File: config.mk
export PLATFORM = sky130hd
export DESIGN_NAME = wb_mem_ctrl
export DESIGN_NICKNAME = d
export VERILOG_FILES = /design/src/rtl/wb_mem_ctrl_pkg.sv /design/src/rtl/load_extend.sv /design/src/rtl/wb_mem_ctrl.sv
export SDC_FILE = /design/constraint.sdc
export NUM_CORES = 1
export LEC_CHECK = 0
export ABC_AREA = 1
export BUFFER_PORTS_ARGS = -buffer_cell sky130_fd_sc_hd__buf_2
export CORE_MARGIN = 5
export CORE_UTILIZATION = 40
export CTS_CLUSTER_DIAMETER = 40
export CTS_CLUSTER_SIZE = 24
export DETAILED_ROUTE_END_ITERATION = 16
export GPL_ROUTABILITY_DRIVEN = 0
export HOLD_SLACK_MARGIN = 0.02
export PLACE_DENSITY_LB_ADDON = 0.15
export SKIP_CTS_REPAIR_TIMING = 1
export SLEW_MARGIN = 5
export SYNTH_ARGS = -nofsm -noshare
export SYNTH_HDL_FRONTEND = slang
export SYNTH_SLANG_ARGS = --single-unit
File: constraint.sdc
create_clock -name clk -period 4.8 [get_ports clk]
set_clock_uncertainty 0.1 [all_clocks]
set_input_delay 0.72 -clock clk [delete_from_list [all_inputs] [get_ports clk]]
set_output_delay 0.72 -clock clk [all_outputs]
set_load 0.05 [all_outputs]
File: src/rtl/wb_mem_ctrl_pkg.sv
// Shared opcode/funct3 constants, FSM encoding and decode helpers for the
// writeback/memory-phase controller.
package wb_mem_ctrl_pkg;

  localparam logic [6:0] OpLui    = 7'b0110111;
  localparam logic [6:0] OpAuipc  = 7'b0010111;
  localparam logic [6:0] OpJal    = 7'b1101111;
  localparam logic [6:0] OpJalr   = 7'b1100111;
  localparam logic [6:0] OpOpImm  = 7'b0010011;
  localparam logic [6:0] OpOp     = 7'b0110011;
  localparam logic [6:0] OpLoad   = 7'b0000011;
  localparam logic [6:0] OpStore  = 7'b0100011;
  localparam logic [6:0] OpBranch = 7'b1100011;

  localparam logic [2:0] F3Byte  = 3'b000;
  localparam logic [2:0] F3Half  = 3'b001;
  localparam logic [2:0] F3Word  = 3'b010;
  localparam logic [2:0] F3ByteU = 3'b100;
  localparam logic [2:0] F3HalfU = 3'b101;

  typedef enum logic [1:0] {
    StIdle,
    StMem,
    StWb
  } state_e;

  typedef enum logic [1:0] {
    ClsNone,
    ClsAlu,
    ClsMem,
    ClsMisalign
  } cls_e;

  // Branches, unknown opcodes and unsupported load/store sizes fall into ClsNone.
  function automatic cls_e classify(logic [6:0] op, logic [2:0] f3, logic [1:0] lane);
    cls_e cls;
    cls = ClsNone;
    case (op)
      OpLui, OpAuipc, OpJal, OpJalr, OpOpImm, OpOp: cls = ClsAlu;
      OpLoad, OpStore: begin
        if (f3 == F3Byte || (op == OpLoad && f3 == F3ByteU)) begin
          cls = ClsMem;
        end else if (f3 == F3Half || (op == OpLoad && f3 == F3HalfU)) begin
          cls = lane[0] ? ClsMisalign : ClsMem;
        end else if (f3 == F3Word) begin
          cls = (lane != 2'b00) ? ClsMisalign : ClsMem;
        end
      end
      default: cls = ClsNone;
    endcase
    return cls;
  endfunction

  function automatic logic [3:0] lane_be(logic [2:0] f3, logic [1:0] lane);
    logic [3:0] be;
    case (f3[1:0])
      2'b00:   be = 4'b0001 << lane;
      2'b01:   be = 4'b0011 << lane;
      default: be = 4'hF;
    endcase
    return be;
  endfunction

  function automatic logic [31:0] store_wdata(logic [2:0] f3, logic [31:0] d);
    logic [31:0] w;
    case (f3[1:0])
      2'b00:   w = {4{d[7:0]}};
      2'b01:   w = {2{d[15:0]}};
      default: w = d;
    endcase
    return w;
  endfunction

endpackage

File: src/rtl/load_extend.sv
// Combinational load-data lane selection with sign or zero extension.
module load_extend
  import wb_mem_ctrl_pkg::*;
(
  input  logic [2:0]  funct3_i,
  input  logic [1:0]  lane_i,
  input  logic [31:0] rdata_i,
  output logic [31:0] data_o
);

  logic [31:0] shifted;

  always_comb begin
    shifted = rdata_i >> {lane_i, 3'b000};
    case (funct3_i)
      F3Byte:  data_o = {{24{shifted[7]}}, shifted[7:0]};
      F3Half:  data_o = {{16{shifted[15]}}, shifted[15:0]};
      F3ByteU: data_o = {24'h0, shifted[7:0]};
      F3HalfU: data_o = {16'h0, shifted[15:0]};
      default: data_o = shifted;  // word loads are always lane 0
    endcase
  end

endmodule

File: src/rtl/wb_mem_ctrl.sv
// Writeback / data-memory phase controller: issues one data-memory access per
// load/store, extends load data and drives the register-file write port.
module wb_mem_ctrl
  import wb_mem_ctrl_pkg::*;
#(
  parameter int unsigned TIMEOUT = 255
) (
  input  logic        clk,
  input  logic        rst,
  input  logic        issue_valid,
  output logic        issue_ready,
  input  logic [6:0]  opcode,
  input  logic [2:0]  funct3,
  input  logic [4:0]  rd,
  input  logic [31:0] alu_result,
  input  logic [31:0] store_data,
  output logic        dmem_req,
  output logic        dmem_we,
  output logic [31:0] dmem_addr,
  output logic [31:0] dmem_wdata,
  output logic [3:0]  dmem_be,
  input  logic        dmem_ack,
  input  logic [31:0] dmem_rdata,
  output logic        wb_en,
  output logic [4:0]  wb_rd,
  output logic [31:0] wb_data,
  output logic        misalign_err,
  output logic        timeout_err
);

  localparam int unsigned CntW = ($clog2(TIMEOUT + 1) > 8) ? $clog2(TIMEOUT + 1) : 8;

  state_e          state_q, state_d;
  logic [CntW-1:0] cnt_q, cnt_d;
  logic            mis_q, mis_d;
  logic            to_q, to_d;

  logic [6:0]  op_q;
  logic [2:0]  f3_q;
  logic [4:0]  rd_q;
  logic [31:0] addr_q;
  logic [31:0] sdata_q;
  logic [31:0] rdata_q;
  logic [31:0] ld_data;
  logic        fire;

  assign fire = issue_valid && issue_ready;

  always_ff @(posedge clk or posedge rst) begin
    if (rst) begin
      state_q <= StIdle;
      cnt_q   <= '0;
      mis_q   <= 1'b0;
      to_q    <= 1'b0;
    end else begin
      state_q <= state_d;
      cnt_q   <= cnt_d;
      mis_q   <= mis_d;
      to_q    <= to_d;
    end
  end

  always_comb begin
    state_d = state_q;
    cnt_d   = '0;
    mis_d   = 1'b0;
    to_d    = 1'b0;
    unique case (state_q)
      StIdle: begin
        if (fire) begin
          case (classify(opcode, funct3, alu_result[1:0]))
            ClsAlu:      state_d = StWb;
            ClsMem:      state_d = StMem;
            ClsMisalign: mis_d   = 1'b1;
            default:     state_d = StIdle;
          endcase
        end
      end
      StMem: begin
        // An ack in the final counted cycle still completes the access.
        if (dmem_ack) begin
          state_d = (op_q == OpLoad) ? StWb : StIdle;
        end else if (cnt_q == CntW'(TIMEOUT - 1)) begin
          state_d = StIdle;
          to_d    = 1'b1;
        end else begin
          cnt_d = cnt_q + 1'b1;
        end
      end
      StWb:    state_d = StIdle;
      default: state_d = StIdle;
    endcase
  end

  always_ff @(posedge clk or posedge rst) begin
    if (rst) begin
      op_q    <= '0;
      f3_q    <= '0;
      rd_q    <= '0;
      addr_q  <= '0;
      sdata_q <= '0;
      rdata_q <= '0;
    end else begin
      if (fire) begin
        op_q    <= opcode;
        f3_q    <= funct3;
        rd_q    <= rd;
        addr_q  <= alu_result;
        sdata_q <= store_data;
      end
      if (state_q == StMem && dmem_ack) begin
        rdata_q <= dmem_rdata;
      end
    end
  end

  load_extend u_load_extend (
    .funct3_i (f3_q),
    .lane_i   (addr_q[1:0]),
    .rdata_i  (rdata_q),
    .data_o   (ld_data)
  );

  always_comb begin
    issue_ready  = (state_q == StIdle);
    dmem_req     = (state_q == StMem);
    dmem_we      = dmem_req && (op_q == OpStore);
    dmem_addr    = dmem_req ? addr_q : '0;
    dmem_be      = dmem_req ? lane_be(f3_q, addr_q[1:0]) : '0;
    dmem_wdata   = dmem_we ? store_wdata(f3_q, sdata_q) : '0;
    wb_en        = (state_q == StWb) && (rd_q != 5'd0);
    wb_rd        = wb_en ? rd_q : '0;
    wb_data      = '0;
    if (wb_en) begin
      wb_data = (op_q == OpLoad) ? ld_data : addr_q;
    end
    misalign_err = mis_q;
    timeout_err  = to_q;
  end

endmodule

# Yosys cells after proc, flatten, opt, wreduce, memory -nomap -nowiden
# Index checks and enable logic that the tools add are counted.
dict set report classes {
  addsub 1
  n_eq_ne 27
  n_shift 3
  n_mux 32
  reduce_logical 17
}
# operator n
set ops {}
lappend ops {{2-to-1 mux 32 bit} 4}
lappend ops {{one-hot mux 32 bit (4 select lines)} 1}
lappend ops {{one-hot mux 32 bit (2 select lines)} 1}
lappend ops {{>> shifter 32 x 5 -> 32 bit} 1}
lappend ops {{== test 7 x 6 -> 1 bit (second input constant)} 4}
lappend ops {{2-to-1 mux 8 bit} 3}
lappend ops {{2-to-1 mux 2 bit} 9}
lappend ops {{== test 7 x 2 -> 1 bit (second input constant)} 2}
lappend ops {{== test 7 x 5 -> 1 bit (second input constant)} 2}
lappend ops {{== test 7 bit (second input constant)} 2}
lappend ops {{== test 3 bit (second input constant)} 4}
lappend ops {{adder 8 x 1 -> 8 bit (second input constant)} 1}
lappend ops {{== test 8 bit (second input constant)} 1}
lappend ops {{2-to-1 mux 1 bit} 8}
lappend ops {{one-hot mux 2 bit (2 select lines)} 2}
lappend ops {{one-hot mux 4 bit (2 select lines)} 1}
lappend ops {{== test 2 x 1 -> 1 bit (second input constant)} 3}
lappend ops {{== test 2 bit (second input constant)} 3}
lappend ops {{== test 3 x 1 -> 1 bit (second input constant)} 2}
lappend ops {{logical AND 1 bit} 6}
lappend ops {{zero test 3 bit} 2}
lappend ops {{one-hot mux 2 bit (3 select lines)} 1}
lappend ops {{OR reduction 6 bit} 1}
lappend ops {{2-to-1 mux 5 bit} 1}
lappend ops {{other kinds (13)} 15}
dict set report word_totals {
  reg_bits 123
  input_bits 115
  output_inout_bits 111
  elab_cells 90
}

# Logic depth before layout (Yosys ltp)
dict set report depth {
  depth_word 12
  mapped_depth 11
  ltp_nobuf 11
}

# Modules after synthesis
# Synthesis repeated with hierarchy kept, for this count alone.
dict set report unflattened {
  hier_cells 813
  hier_area_um2 6822.8
}
# mod n_inst cells_each area_each_um2 seq_area_each_um2
set by_module_without_submodules {}
lappend by_module_without_submodules {wb_mem_ctrl 1 655 5901.9 3078.0}
lappend by_module_without_submodules {load_extend 1 158 920.9 0.0}

# Worst setup path before layout
# No wires, ideal clock.
dict set report synth_timing {
  kind {register to output}
  from {reg state_q[1]}
  to {out dmem_wdata[16]}
  arrival_ns 2.284
  required_ns 3.980
  slack_ns 1.696
  stages_incl_launch_ff 7
  path_buffers 1
  cell_sequence {dfrtp_1 > nor2_4 > nand2_1 > nor2_4 > inv_2 > buf_2 > nor2_1}
}
dict set report synth_between {
  elab_chain_len 3
}
# item line_no
set synth_lines {}
lappend synth_lines {{from (decl)} wb_mem_ctrl.sv:33} ;# state_e state_q, state_d;
lappend synth_lines {{from (signal assigned)} wb_mem_ctrl.sv:51} ;# state_q <= StIdle;
lappend synth_lines {{from (signal assigned)} wb_mem_ctrl.sv:56} ;# state_q <= state_d;
lappend synth_lines {{== test 2 x 1 -> 1 bit} wb_mem_ctrl.sv:126} ;# dmem_req = (state_q == StMem);
lappend synth_lines {{via dmem_req} wb_mem_ctrl.sv:17} ;# output logic dmem_req,
lappend synth_lines {{logical AND 1 bit} wb_mem_ctrl.sv:127} ;# dmem_we = dmem_req && (op_q == OpStore);
lappend synth_lines {{via dmem_we} wb_mem_ctrl.sv:18} ;# output logic dmem_we,
lappend synth_lines {{2-to-1 mux 32 bit} wb_mem_ctrl.sv:130} ;# dmem_wdata = dmem_we ? store_wdata(f3_q, sdata_q) : '0;
lappend synth_lines {{to (decl)} wb_mem_ctrl.sv:20} ;# output logic [31:0] dmem_wdata,
# The timed path passes the listed nets, and every way through them passes these cells.

# Worst setup path in the final report
dict set report layout_timing {
  from {reg f3_q[1]}
  to {out wb_data[31]}
}
dict set report layout_between {
  elab_chain_len 4
  elab_cells_between_ends 7
  cone_classes {eq/ne (3); mux (3); reduce/logical (1)}
}
# item line_no
set layout_lines {}
lappend layout_lines {{from (decl)} wb_mem_ctrl.sv:39} ;# logic [2:0] f3_q;
lappend layout_lines {{from (signal assigned)} wb_mem_ctrl.sv:106} ;# f3_q <= funct3;
lappend layout_lines {{== test 3 bit, or another cell as far along} load_extend.sv:15} ;# case (funct3_i)
lappend layout_lines {{one-hot mux 32 bit (4 select lines) *} load_extend.sv:15}
lappend layout_lines {{2-to-1 mux 32 bit *} wb_mem_ctrl.sv:135} ;# wb_data = (op_q == OpLoad) ? ld_data : addr_q;
lappend layout_lines {{2-to-1 mux 32 bit *} wb_mem_ctrl.sv:134} ;# if (wb_en) begin
lappend layout_lines {{to (decl)} wb_mem_ctrl.sv:26} ;# output logic [31:0] wb_data,
# Mark *: on every way between the ends. The rest lies on a longest branch, timed or not.

==> run metrics <==
status=completed; Worst-Margin Slew=about 1.0 ns; Worst path slowest cell=dfrtp_1; worst vdd ir=between 0.3 and 0.4 mV; post-place setup slack=roughly 1.3 ns; final hold viol count=0; Tmin final=between 3 and 4 ns; Vias/cell=~4.9; Yosys top cell area share=0.4610; # rows=47; most frequent cells in the layout=buf_2 (225), nor2_1 (151), nand2_1 (147), dfrtp_1 (123), inv_1 (88); CP top delay family=simple AND/OR/NAND/NOR gates; Fin Setup TNS=0 ns; total gr overflow=0; cell taking the most area after synthesis=dfrtp_1; Remaining DRCs=0; via count=6341; max cap viols=0; Die Width=between 100 and 150 um; FF+latch count, synth=~120; CTS tree=done; RR Startpoint=state_q[1]; worst stage delay on the critical path=0.77 ns; layout cells sized above 1=0.3074; PwrDens=652.3 mW/mm^2; dpl hpwl=about 16000 um; number of synthesized flops with an enable pin=0; antenna violations before repair=3; Post-Syn Area=between 0.006 and 0.007 mm^2; worst hold slack=between 0.3 and 0.4 ns; post-route core utilization=0.5134; clk buf depth=2; Post-synth ARST share=1.000; Worst setup startpoint=f3_q[1]; largest net degree at the start of global routing=94; initial core utilization=0.4055; CP Capture Type=output port; Nets=1172; Tot Pwr=5.514 mW; Inst Count DP=roughly 1300; H-tree depth=4; top cells by area, synth=dfrtp_1 (46%), nor2_1 (8.5%), nand2_1 (8.3%), o21ai_0 (6.0%), a21oi_1 (5.7%); placed inst area=roughly 0.008 mm^2; final setup fails=0; Seq/Total Area, Yosys=0.4610; Setup WS post-layout=0.8078 ns; Leak=approximately 4.5 nW; Mapped Nets=between 900 and 1000; Chip Height=about 140 um; CP Launch Type=register; WP buf/inv=2; vias in the first global route=approximately 6300; Relative slew margins=0.3041; ANT nets after route=0; First DRT Iteration DRCs=between 200 and 300; CP cell instances=nor2_4 -> inv_2 -> nor2_1 -> nand2_2 -> nand3b_4 -> nand3_1 -> a21oi_1 -> buf_2; fin cells=approximately 1300; Unique masters post-synth=37; Sink Count=~120; Clock Latency Late Sink=between 0.4 and 0.5 ns; die area=a little under 0.02 mm^2; Worst Hold Class=input port to async pin; clock tree root buffer cell=clkbuf_16; core box area=0.01647 mm^2; area delta synth->final=26.61%; post-route clock period utilization=0.8317; first-pass GRT wire length=approximately 34000 um; type of the worst setup path=register to output port; Filler Cell Count=1706; RSZ-0062 raised after global routing=no; Routed WL=21090 um; Fmax=between 200 and 300 MHz; Worst-path clk slew=0.05 ns; TritonRoute pass-1 iters=5; Ys Warns=0; TritonCTS Buffers=17; Slew Limit Fails=0; # port buffers=about 230; top_reg_cell synth=dfrtp_1; Crit Path Max Fanout=36; # IOs=~230; global-route usage over all layers=0.2191; commonest non-fill, non-tap cell in the layout=buf_2; final instance area=0.008453 mm^2; Syn Area/Cell=between 7 and 8 um^2; crit path DAT=3.17 ns; Wirelength per Cell=roughly 16 um; Mapped Cells=around 850; Data required, critical path=just under 4 ns
## worst reg2reg max path, stage by stage, from the launching register on
cell and delay, ns:
dfrtp_1 0.42, nor2_4 0.24, inv_2 0.32, nor2_2 0.74, inv_1 0.47, nand2_1 0.17
nand2_1 0.06
## cell families (layout without fill, tap and decap cells)
| group | after synthesis | in the layout | share of synthesized area |
|---|---|---|---|
| AO/OA/AOI/OAI | 201 | 201 | 0.1679 |
| flip-flops | 123 | 123 | 0.4610 |
| buffers and inverters | 147 | 361 | 0.09464 |
| XOR/XNOR | 2 | 2 | 0.002624 |
| adder cells (fa/ha/maj) | 2 | 2 | 0.003748 |
| other | 0 | 1 | 0 |
| multiplexers | 28 | 28 | 0.04723 |
| AND/OR/NAND/NOR | 350 | 350 | 0.2228 |
## report_power, final
part | internal [mW] | total (mW) | leakage [nW] | switching, mW
combinational | 0.667 | 2.50 | 2.79 | 1.83
clock | 0.797 | 1.25 | 0.283 | 0.450
sequential | 1.47 | 1.77 | 1.46 | 0.292
total | 2.94 | 5.51 | 4.53 | 2.58
## cell type report
type	instances	area, um^2	share of cell area
flip-flops and latches	123	3078	0.3641
multi-input cells	583	2974	0.3518
repair buffers	233	1186	0.1403
clock buffers	23	478.0	0.05654
inverters	97	366.6	0.04337
well taps	220	275.3	0.03256
clock inverters	8	92.59	0.01095
diodes	1	2.502	0.0002960
## synth_stat cells, drive strengths merged (2+ instances only)
| library cell | count |
|---|---|
| nor2 | 157 |
| nand2 | 151 |
| dfrtp | 123 |
| inv | 96 |
| a21oi | 86 |
| o21ai | 83 |
| buf | 36 |
| nand3 | 29 |
| mux2 | 28 |
| clkbuf | 14 |
| o211ai | 14 |
| nor3 | 9 |
| o22ai | 8 |
| a211oi | 6 |
| ha | 2 |
| nand4 | 2 |
| o31ai | 2 |
| xor2 | 2 |
## per-layer routing
metal,track usage,up-vias,part of all wire
met2,0.3585,197,0.47
met1,0.2811,2950,0.43
li1,-,3162,-
met4,0.05973,4,0.017
met3,0.07069,28,0.074
met5,0,-,0.0012
## registers in the layout, indices dropped and copies added, names as in the netlist, 2 cells and up
name	flops
op_q	7
f3_q	3
sdata_q	32
rd_q	5
state_q	2
cnt_q	8
addr_q	32
rdata_q	32
## final timing paths
path	slack (ns)	end	cells past startpoint
worst max-delay path	0.81	wb_data[31]	8
worst min-delay path	0.33	timeout_err	2
worst max register to register	2.17	rdata_q[0]	6
worst min register to register	0.39	cnt_q[0]	1
max in group asynchronous	3.28	addr_q[25]	3
min in group clk	0.38	timeout_err	2
Note: power is estimated with default switching activity, not from simulation.
